==> src/rtl/axis_arb_pkg.sv <==
`default_nettype none
// ============================================================================
// Module      : axis_arb_pkg
// Description : Shared types, constants and the rotate-priority search used by
//               the packet-aware AXI-stream arbiter family.
// Revision    : 1.0 - initial release
// ============================================================================
package axis_arb_pkg;

    localparam int NUM_PORTS = 4;
    localparam int SEL_W     = 2;

    typedef enum logic [0:0] {
        ST_IDLE = 1'b0,
        ST_BUSY = 1'b1
    } arb_state_t;

    // Round-robin search: first requester at or after ptr, wrapping at the top.
    // Scanning from the farthest offset down lets the nearest hit overwrite.
    // With no requester the result is ptr; callers qualify it with |req.
    function automatic logic [SEL_W-1:0] rr_next(
        input logic [SEL_W-1:0]     ptr,
        input logic [NUM_PORTS-1:0] req
    );
        logic [SEL_W-1:0] win;
        logic [SEL_W-1:0] idx;
        win = ptr;
        for (int i = NUM_PORTS - 1; i >= 0; i--) begin
            idx = ptr + SEL_W'(i);
            if (req[idx]) begin
                win = idx;
            end
        end
        return win;
    endfunction

endpackage
`default_nettype wire

==> src/rtl/rr_pick_4.sv <==
`default_nettype none
// ============================================================================
// Module      : rr_pick_4
// Description : Combinational 4-way rotate-priority picker. Returns the first
//               requester at or after ptr (wrapping 3 -> 0) and whether any
//               requester is present.
// Revision    : 1.0 - initial release
// ============================================================================
module rr_pick_4
    import axis_arb_pkg::*;
(
    input  logic [NUM_PORTS-1:0] req,
    input  logic [SEL_W-1:0]     ptr,
    output logic [SEL_W-1:0]     win,
    output logic                 any
);

    assign any = |req;
    assign win = rr_next(ptr, req);

endmodule
`default_nettype wire

==> src/rtl/axis_pkt_arbiter_4.sv <==
`default_nettype none
// ============================================================================
// Module      : axis_pkt_arbiter_4
// Description : Packet-aware round-robin arbiter driving the select of a 4:1
//               AXI-stream mux. A grant is held from the first beat until the
//               last beat of a packet is accepted; sel/gnt are registered.
//               Optional watchdog (macro AXIS_ARB_WDOG_EN) forces release on
//               the MAX_BEATS-th beat of a packet and pulses pkt_err.
// Revision    : 1.0 - initial release
// ============================================================================
module axis_pkt_arbiter_4
    import axis_arb_pkg::*;
#(
    parameter int MAX_BEATS = 256
) (
    input  logic                 clk,
    input  logic                 rst,
    input  logic                 enable,
    input  logic                 valid_0,
    input  logic                 valid_1,
    input  logic                 valid_2,
    input  logic                 valid_3,
    input  logic                 last_0,
    input  logic                 last_1,
    input  logic                 last_2,
    input  logic                 last_3,
    input  logic                 ready,
    output logic [SEL_W-1:0]     sel,
    output logic [NUM_PORTS-1:0] gnt,
    output logic                 grant_valid,
    output logic                 pkt_err
);

    arb_state_t             r_state;
    logic [SEL_W-1:0]       r_ptr;

    logic [NUM_PORTS-1:0]   w_valid;
    logic [NUM_PORTS-1:0]   w_last;
    logic                   w_xfer;
    logic                   w_eop;
    logic                   w_wdog;
    logic                   w_release;
    logic [SEL_W-1:0]       w_pick_ptr;
    logic [SEL_W-1:0]       w_win;
    logic                   w_any;

    assign w_valid   = {valid_3, valid_2, valid_1, valid_0};
    assign w_last    = {last_3, last_2, last_1, last_0};
    assign w_xfer    = grant_valid & w_valid[sel] & ready;
    assign w_eop     = w_xfer & w_last[sel];
    assign w_release = w_eop | w_wdog;

    // On release the search starts just past the current owner, so the owner
    // only wins again when it is the sole requester in that cycle.
    assign w_pick_ptr = (r_state == ST_BUSY) ? (sel + 2'd1) : r_ptr;

    rr_pick_4 u_pick (
        .req (w_valid),
        .ptr (w_pick_ptr),
        .win (w_win),
        .any (w_any)
    );

    // Grant FSM: arbitrate in IDLE, hold sel through the packet, re-arbitrate
    // with zero bubble on release.
    always_ff @(posedge clk or posedge rst) begin
        if (rst) begin
            r_state     <= ST_IDLE;
            r_ptr       <= '0;
            sel         <= '0;
            gnt         <= '0;
            grant_valid <= 1'b0;
        end else begin
            case (r_state)
                ST_IDLE: begin
                    if (enable && w_any) begin
                        sel         <= w_win;
                        gnt         <= 4'b0001 << w_win;
                        grant_valid <= 1'b1;
                        r_state     <= ST_BUSY;
                    end
                end
                ST_BUSY: begin
                    if (w_release) begin
                        r_ptr <= sel + 2'd1;
                        if (enable && w_any) begin
                            sel <= w_win;
                            gnt <= 4'b0001 << w_win;
                        end else begin
                            gnt         <= '0;
                            grant_valid <= 1'b0;
                            r_state     <= ST_IDLE;
                        end
                    end
                end
                default: begin
                    gnt         <= '0;
                    grant_valid <= 1'b0;
                    r_state     <= ST_IDLE;
                end
            endcase
        end
    end

`ifdef AXIS_ARB_WDOG_EN
    localparam int c_cnt_w = $clog2(MAX_BEATS + 1);
    localparam logic [c_cnt_w-1:0] c_beat_limit = c_cnt_w'(MAX_BEATS - 1);

    logic [c_cnt_w-1:0] r_beats;

    // The MAX_BEATS-th accepted beat of a packet that is not last is treated
    // as end of packet.
    assign w_wdog = w_xfer & ~w_last[sel] & (r_beats == c_beat_limit);

    // Beat counter and one-cycle error pulse for watchdog releases.
    always_ff @(posedge clk or posedge rst) begin
        if (rst) begin
            r_beats <= '0;
            pkt_err <= 1'b0;
        end else begin
            pkt_err <= w_wdog;
            if (w_release) begin
                r_beats <= '0;
            end else if (w_xfer) begin
                r_beats <= r_beats + c_cnt_w'(1);
            end
        end
    end
`else
    assign w_wdog  = 1'b0;
    assign pkt_err = 1'b0;
`endif

endmodule
`default_nettype wire

==> config.mk <==
export PLATFORM = sky130hd
export DESIGN_NAME = axis_pkt_arbiter_4
export DESIGN_NICKNAME = d
export VERILOG_FILES = /design/src/rtl/axis_arb_pkg.sv /design/src/rtl/rr_pick_4.sv /design/src/rtl/axis_pkt_arbiter_4.sv
export SDC_FILE = /design/constraint.sdc
export NUM_CORES = 1
export LEC_CHECK = 0
export CAP_MARGIN = 10
export CORE_MARGIN = 5
export CORE_UTILIZATION = 50
export DETAILED_ROUTE_END_ITERATION = 7
export HOLD_SLACK_MARGIN = 0.03
export PLACE_DENSITY = 0.83
export SLEW_MARGIN = 20
export SYNTH_ARGS = -nofsm -noshare
export SYNTH_HDL_FRONTEND = slang
export SYNTH_HIERARCHICAL = 1
export SYNTH_SLANG_ARGS = --single-unit
==> constraint.sdc <==
create_clock -name clk -period 4.83 [get_ports clk]
set_clock_uncertainty 0.15 [all_clocks]
set_input_delay 1.449 -clock clk [delete_from_list [all_inputs] [get_ports clk]]
set_output_delay 1.449 -clock clk [all_outputs]
set_load 0.1 [all_outputs]
=== Word-level counts from Yosys, hierarchy flattened ===
Cells that the tools add are included.

* Register bits: 10
* Output and inout bits: 8
* Word-level logic and storage cells: 58

* Add/sub/neg operators: 4
* Magnitude comparators: 5
* Eq/ne operators: 3
* Shifts and indexed selects: 1
* Muxes and demuxes: 31
* Bitwise gates (word level): 4
* Reduce and logical (&&, ||, !) cells: 5

{| class="wikitable"
|+ Operators with widths
! operator !! count
|-
| $lt A2 B3 Y1 const B || 5
|-
| $mux W2 || 7
|-
| $bmux W1 S2 || 6
|-
| $mux W4 || 3
|-
| $mux W1 || 11
|-
| $pmux W4 S2 || 1
|-
| $add A2 B1 Y2 const B || 2
|-
| $add A2 B2 Y2 const B || 2
|-
| $ne A2 B2 Y1 const B || 2
|-
| $pmux W1 S2 || 2
|-
| $pmux W2 S2 || 1
|-
| $reduce_and A2 Y1 || 2
|-
| $reduce_or A4 Y1 || 1
|-
| $shl A1 B2 Y4 const A || 1
|-
| $and A1 B1 Y1 || 3
|-
| $reduce_and A3 Y1 || 1
|-
| $ne A2 B1 Y1 const B || 1
|-
| $logic_and A1 B1 Y1 || 1
|-
| $not A1 Y1 || 1
|}

=== Longest topological paths before layout ===
* Word-level depth: 13
* Gate-level depth with buffers: 10

=== By module ===
Netlist, hierarchy kept.

{| class="wikitable"
|+ Modules (own cells, without submodules)
! module !! instances !! cells each !! area an instance (sq um)
|-
| axis_pkt_arbiter_4 || 1 || 70 || 631.9
|-
| rr_pick_4 || 1 || 16 || 100.1
|}

=== Worst setup path after synthesis ===
Ideal clock, no wire load.

* Path type: register to register
* Start: register sel[1]
* End: register gnt[3]
* Library setup time: 0.079 ns
* Data arrival time: 2.635 ns
* Data required time: 4.601 ns
* Setup slack: 1.966 ns
* Stages on the path, launching flop included: 11
* Path buffers: 0
* Period minus slack after synthesis: 2.864 ns
* Path through: dfrtp_1 -> nor2b_1 -> nor2_1 -> a21oi_1 -> and3b_1 -> or4_1 -> nand2_1 -> nand4_1 -> nand2b_1 -> o31a_1 -> o21ai_1

* Longest elaborated chain between the ends: 13

{| class="wikitable"
|+ RTL lines
! item !! RTL line !! source
|-
| start, declared || axis_pkt_arbiter_4.sv:28 || <nowiki>output logic [SEL_W-1:0] sel,</nowiki>
|-
| start signal, assigned || axis_pkt_arbiter_4.sv:77 || <nowiki>sel <= w_win;</nowiki>
|-
| start signal, assigned || axis_pkt_arbiter_4.sv:87 || <nowiki>sel <= w_win;</nowiki>
|-
| $add A2 B1 Y2 * || axis_pkt_arbiter_4.sv:55 || <nowiki>assign w_pick_ptr = (r_state == ST_BUSY) ? (sel + 2'd1) : r_ptr;</nowiki>
|-
| $mux W2 * || axis_pkt_arbiter_4.sv:55 ||
|-
| net w_pick_ptr[1] || axis_pkt_arbiter_4.sv:43 || <nowiki>logic [SEL_W-1:0] w_pick_ptr;</nowiki>
|-
| $add A2 B2 Y2 || axis_arb_pkg.sv:29 || <nowiki>idx = ptr + SEL_W'(i);</nowiki>
|-
| $bmux W1 S2 || axis_arb_pkg.sv:30 || <nowiki>if (req[idx]) begin</nowiki>
|-
| $mux W1 (not written as such) || axis_arb_pkg.sv:30 ||
|-
| $mux W2 (3 in series) || axis_arb_pkg.sv:30 ||
|-
| $mux W2 * || axis_arb_pkg.sv:30 ||
|-
| net w_win[1] || axis_pkt_arbiter_4.sv:44 || <nowiki>logic [SEL_W-1:0] w_win;</nowiki>
|-
| $shl A1 B2 Y4 * || axis_pkt_arbiter_4.sv:78, axis_pkt_arbiter_4.sv:88 ||
|-
| $mux W4 || axis_pkt_arbiter_4.sv:86 || <nowiki>if (enable && w_any) begin</nowiki>
|-
| $mux W4 || axis_pkt_arbiter_4.sv:84 || <nowiki>if (w_release) begin</nowiki>
|-
| $pmux W4 S2 * || axis_pkt_arbiter_4.sv:74 || <nowiki>case (r_state)</nowiki>
|-
| end signal, assigned || axis_pkt_arbiter_4.sv:78 || <nowiki>gnt <= 4'b0001 << w_win;</nowiki>
|-
| end signal, assigned || axis_pkt_arbiter_4.sv:88 || <nowiki>gnt <= 4'b0001 << w_win;</nowiki>
|-
| end, declared || axis_pkt_arbiter_4.sv:29 || <nowiki>output logic [NUM_PORTS-1:0] gnt,</nowiki>
|}

Mark *: on every way through the listed nets, which the timed path passes. The rest lies on a longest branch. The select of a mux whose other input is x is not followed.
A chain may end at the register's enable or synchronous reset.

=== Worst setup path after layout ===
* Start: register sel[0]
* End: output port sel[0]

No word-level cell between the ends.

==> results.toml <==
[timing]
fmax_mhz = 279
setup_slack_ns = 1.25
timing_worst_slew_pin_value_ns = 0.982
number_of_setup_violations_in_the_final_report = 0
timing.setup.tns_ns = 0
grt_setup_unrepaired = "false"
finalCriticalPeriod_ns = 3.58
timing_hold_violations_final = 0
period_share = 0.741
slew-limit-headroom = 0.343
maxSlewViolCount = 0

[drt]
detail_route.iter0.violations = 26
drc_violation_count_after_routing = 0
vias = 741
wl_mm = 1.92
drt.antenna.violating_nets = 0
first_pass_iters = 4
wire_per_inst_um = 16.1
route.detailed.vias_per_inst = 6.23

[placed_design]
io_buffers = 18
hpwl_mm = 1.43
dpl_worst_slack_ns = 1.31
gp_congestion = 0.808

[status]
status = "completed"

[clock_network]
post_cts_resize_count = 0
ctsLongestPathBuffers = 2
htree_levels = 1
postCtsHoldBufs = 0
root_buffer = "clkbuf_4"
tritoncts_clock_tree = "built"
cts_sinks = 10
worstSkewPairLatency_ns = 0.27
clk_pin_slew_ns = 0.07
numCtsBuffers = 3
post-cts-setup-buffer-count = 0

[yosys]
synth.net_count = 98
syn_area_um2 = 732
postSynthAreaPerCell_um2 = 8.51
ys_seq_elements = 10
synthesis.instances = 86
asyncSetResetFlopFracSynth = 1.00
synth_ff_type = "dfrtp_1"
synth.distinct_cells = 37
share_of_the_yosys_chip_area_belonging_to_registers = 0.342
synth-warning-count = 6
number_of_flops_mapped_to_enable_cells_by_yosys = 0

[power]
power.ir.vdd_worst_uv = 388
powerDensity_nw_per_um2 = 624
power_frac_seq = 0.236
power.share.clock = 0.098
power.switching_fraction = 0.568
p_sw_uw = 333
total_power_after_layout_uw = 586
share_comb_of_total_power = 0.666
intPower_uw = 253
p_leak_nw = 0.392

[floorplanning]
die_x_extent_um = 48.3
fp.dieH_um = 48.3
initial_core_util = 0.542
dieArea_um2 = 2330
number_of_standard_cell_rows_in_the_floorplan = 13
i_o_pin_count = 20
core_area_um2 = 1350

[worst_setup_path]
critical_path.cell_chain = "clkdlybuf4s50_1"
worst_path_largest_cell_delay_ns = 1.20
worst-setup-path-type = "flop to primary output"
cp_slowest_cell = "clkdlybuf4s50_1"
cp_top_family = "buffers and inverters"
cp-start-kind = "flop"
crit_buf_inv = 1
r2r_slack_ns = 2.10
end_kind = "primary output"
worst_path_arrival_time_ns = 1.98
worstPathMaxFanout = 9
critical_path_required_ns = 3.23

[cells_and_area]
layout_commonest_cell = "clkdlybuf4s50_1"
layout-drive-gt1-share = 0.0865
final_cell_mix = "18 x clkdlybuf4s50_1, 10 x dfrtp_1, 9 x nand2_1"
nets = 118
antenna_cell_count = 0
fillCellCount = 110
syn2layout_area_growth_pct = 28.2

[worst_hold_path]
worst_hold_path_type = "flop to flop"

[job]
timing.max_cap.violations = 0

[global_route]
number_of_global_route_vias_before_repair = 663
groute.usage.overall = 0.186
grt_start_max_net_pins = 15
grt_antenna_before_repair = 0
global_route_wire_length_before_repair_mm = 3.02
grt-ovfl-total = 0
## flip-flops by register name, indices dropped and copies added (netlist names)
name / count
gnt: 4
grant_valid: 1
r_ptr: 2
r_state: 1
sel: 2
## cell usage after synthesis (2+ instances only)
| library cell | number | area [um2] |
|---|---|---|
| and2_1 | 2 | 12.5 |
| a31o_1 | 3 | 26.3 |
| nand2_1 | 9 | 33.8 |
| dfrtp_1 | 10 | 250 |
| nor2b_1 | 4 | 25.0 |
| clkbuf_1 | 2 | 7.51 |
| nand4_1 | 3 | 18.8 |
| a31oi_1 | 3 | 18.8 |
| a221oi_1 | 2 | 17.5 |
| and2b_2 | 2 | 17.5 |
| o21ai_0 | 6 | 30.0 |
| a21oi_1 | 4 | 20.0 |
| nor2_1 | 5 | 18.8 |
| inv_1 | 5 | 18.8 |
| and3_1 | 2 | 12.5 |
| mux2i_1 | 3 | 30.0 |
## area by class of cell
class | count | area [um2] | share of cell area
Timing Repair Buffer | 18 | 180 | 0.192
Multi-Input combinational cell | 68 | 448 | 0.477
Inverter | 5 | 18.8 | 0.0200
Tap cell | 15 | 18.8 | 0.0200
Clock buffer | 3 | 22.5 | 0.0240
Sequential cell | 10 | 250 | 0.267
## worst reg2reg max path, cell delays in order, from the launching register on
cell and delay (ns):
dfrtp_1 0.53, inv_1 0.30, mux2i_1 0.32, and2b_2 0.25, or4_1 0.49, nand2_1 0.16
nand4_1 0.12, nand2b_1 0.16, o31a_1 0.10, o21ai_1 0.08
## path summary, 6_finish.rpt
| path | startpoint | end | cells past startpoint |
|---|---|---|---|
| worst max-delay path | sel[0] | sel[0] | 1 |
| worst min-delay path | r_ptr[1] | r_ptr[1] | 2 |
| worst max register to register | r_state | gnt[3] | 9 |
| worst min register to register | r_ptr[1] | r_ptr[1] | 2 |
| max in group asynchronous | rst | r_state | 2 |
| min in group asynchronous | rst | gnt[3] | 2 |
## per-stage QoR
step | util | hold slack (ns) | cell area (um2) | std cells
6_report | 0.695 | 0.387 | 938 | 119
5_1_grt | 0.695 | 0.435 | 938 | 119
4_1_cts | 0.695 | 0.394 | 938 | 119
3_5_place_dp | 0.678 | 0.385 | 916 | 116
3_3_place_gp | 0.678 | 0.359 | 916 | 116
2_1_floorplan | - | 0.336 | 732 | 86
## power groups by stage
stage	clock network (mW)	logic, mW	registers, mW
2_1_floorplan	0	0.167	0.268
3_3_place_gp	0	0.381	0.137
3_5_place_dp	0	0.387	0.138
4_1_cts	0.0596	0.388	0.138
5_1_grt	0.0607	0.413	0.143
6_report	0.0576	0.390	0.138
## per-layer routing
layer,up-vias,GRT usage,share of wire
met5,-,0,0
met4,0,0.0484,0.0094
met3,4,0.0738,0.093
met2,35,0.292,0.48
met1,343,0.239,0.42
li1,359,-,-
## cell families after synthesis
kind of cell    synth area share
simple gates               0.267
mux                       0.0410
other cells              0.00512
flops                      0.342
compound gates             0.299
buf+inv                   0.0462
(Power assumes the default switching activity.)
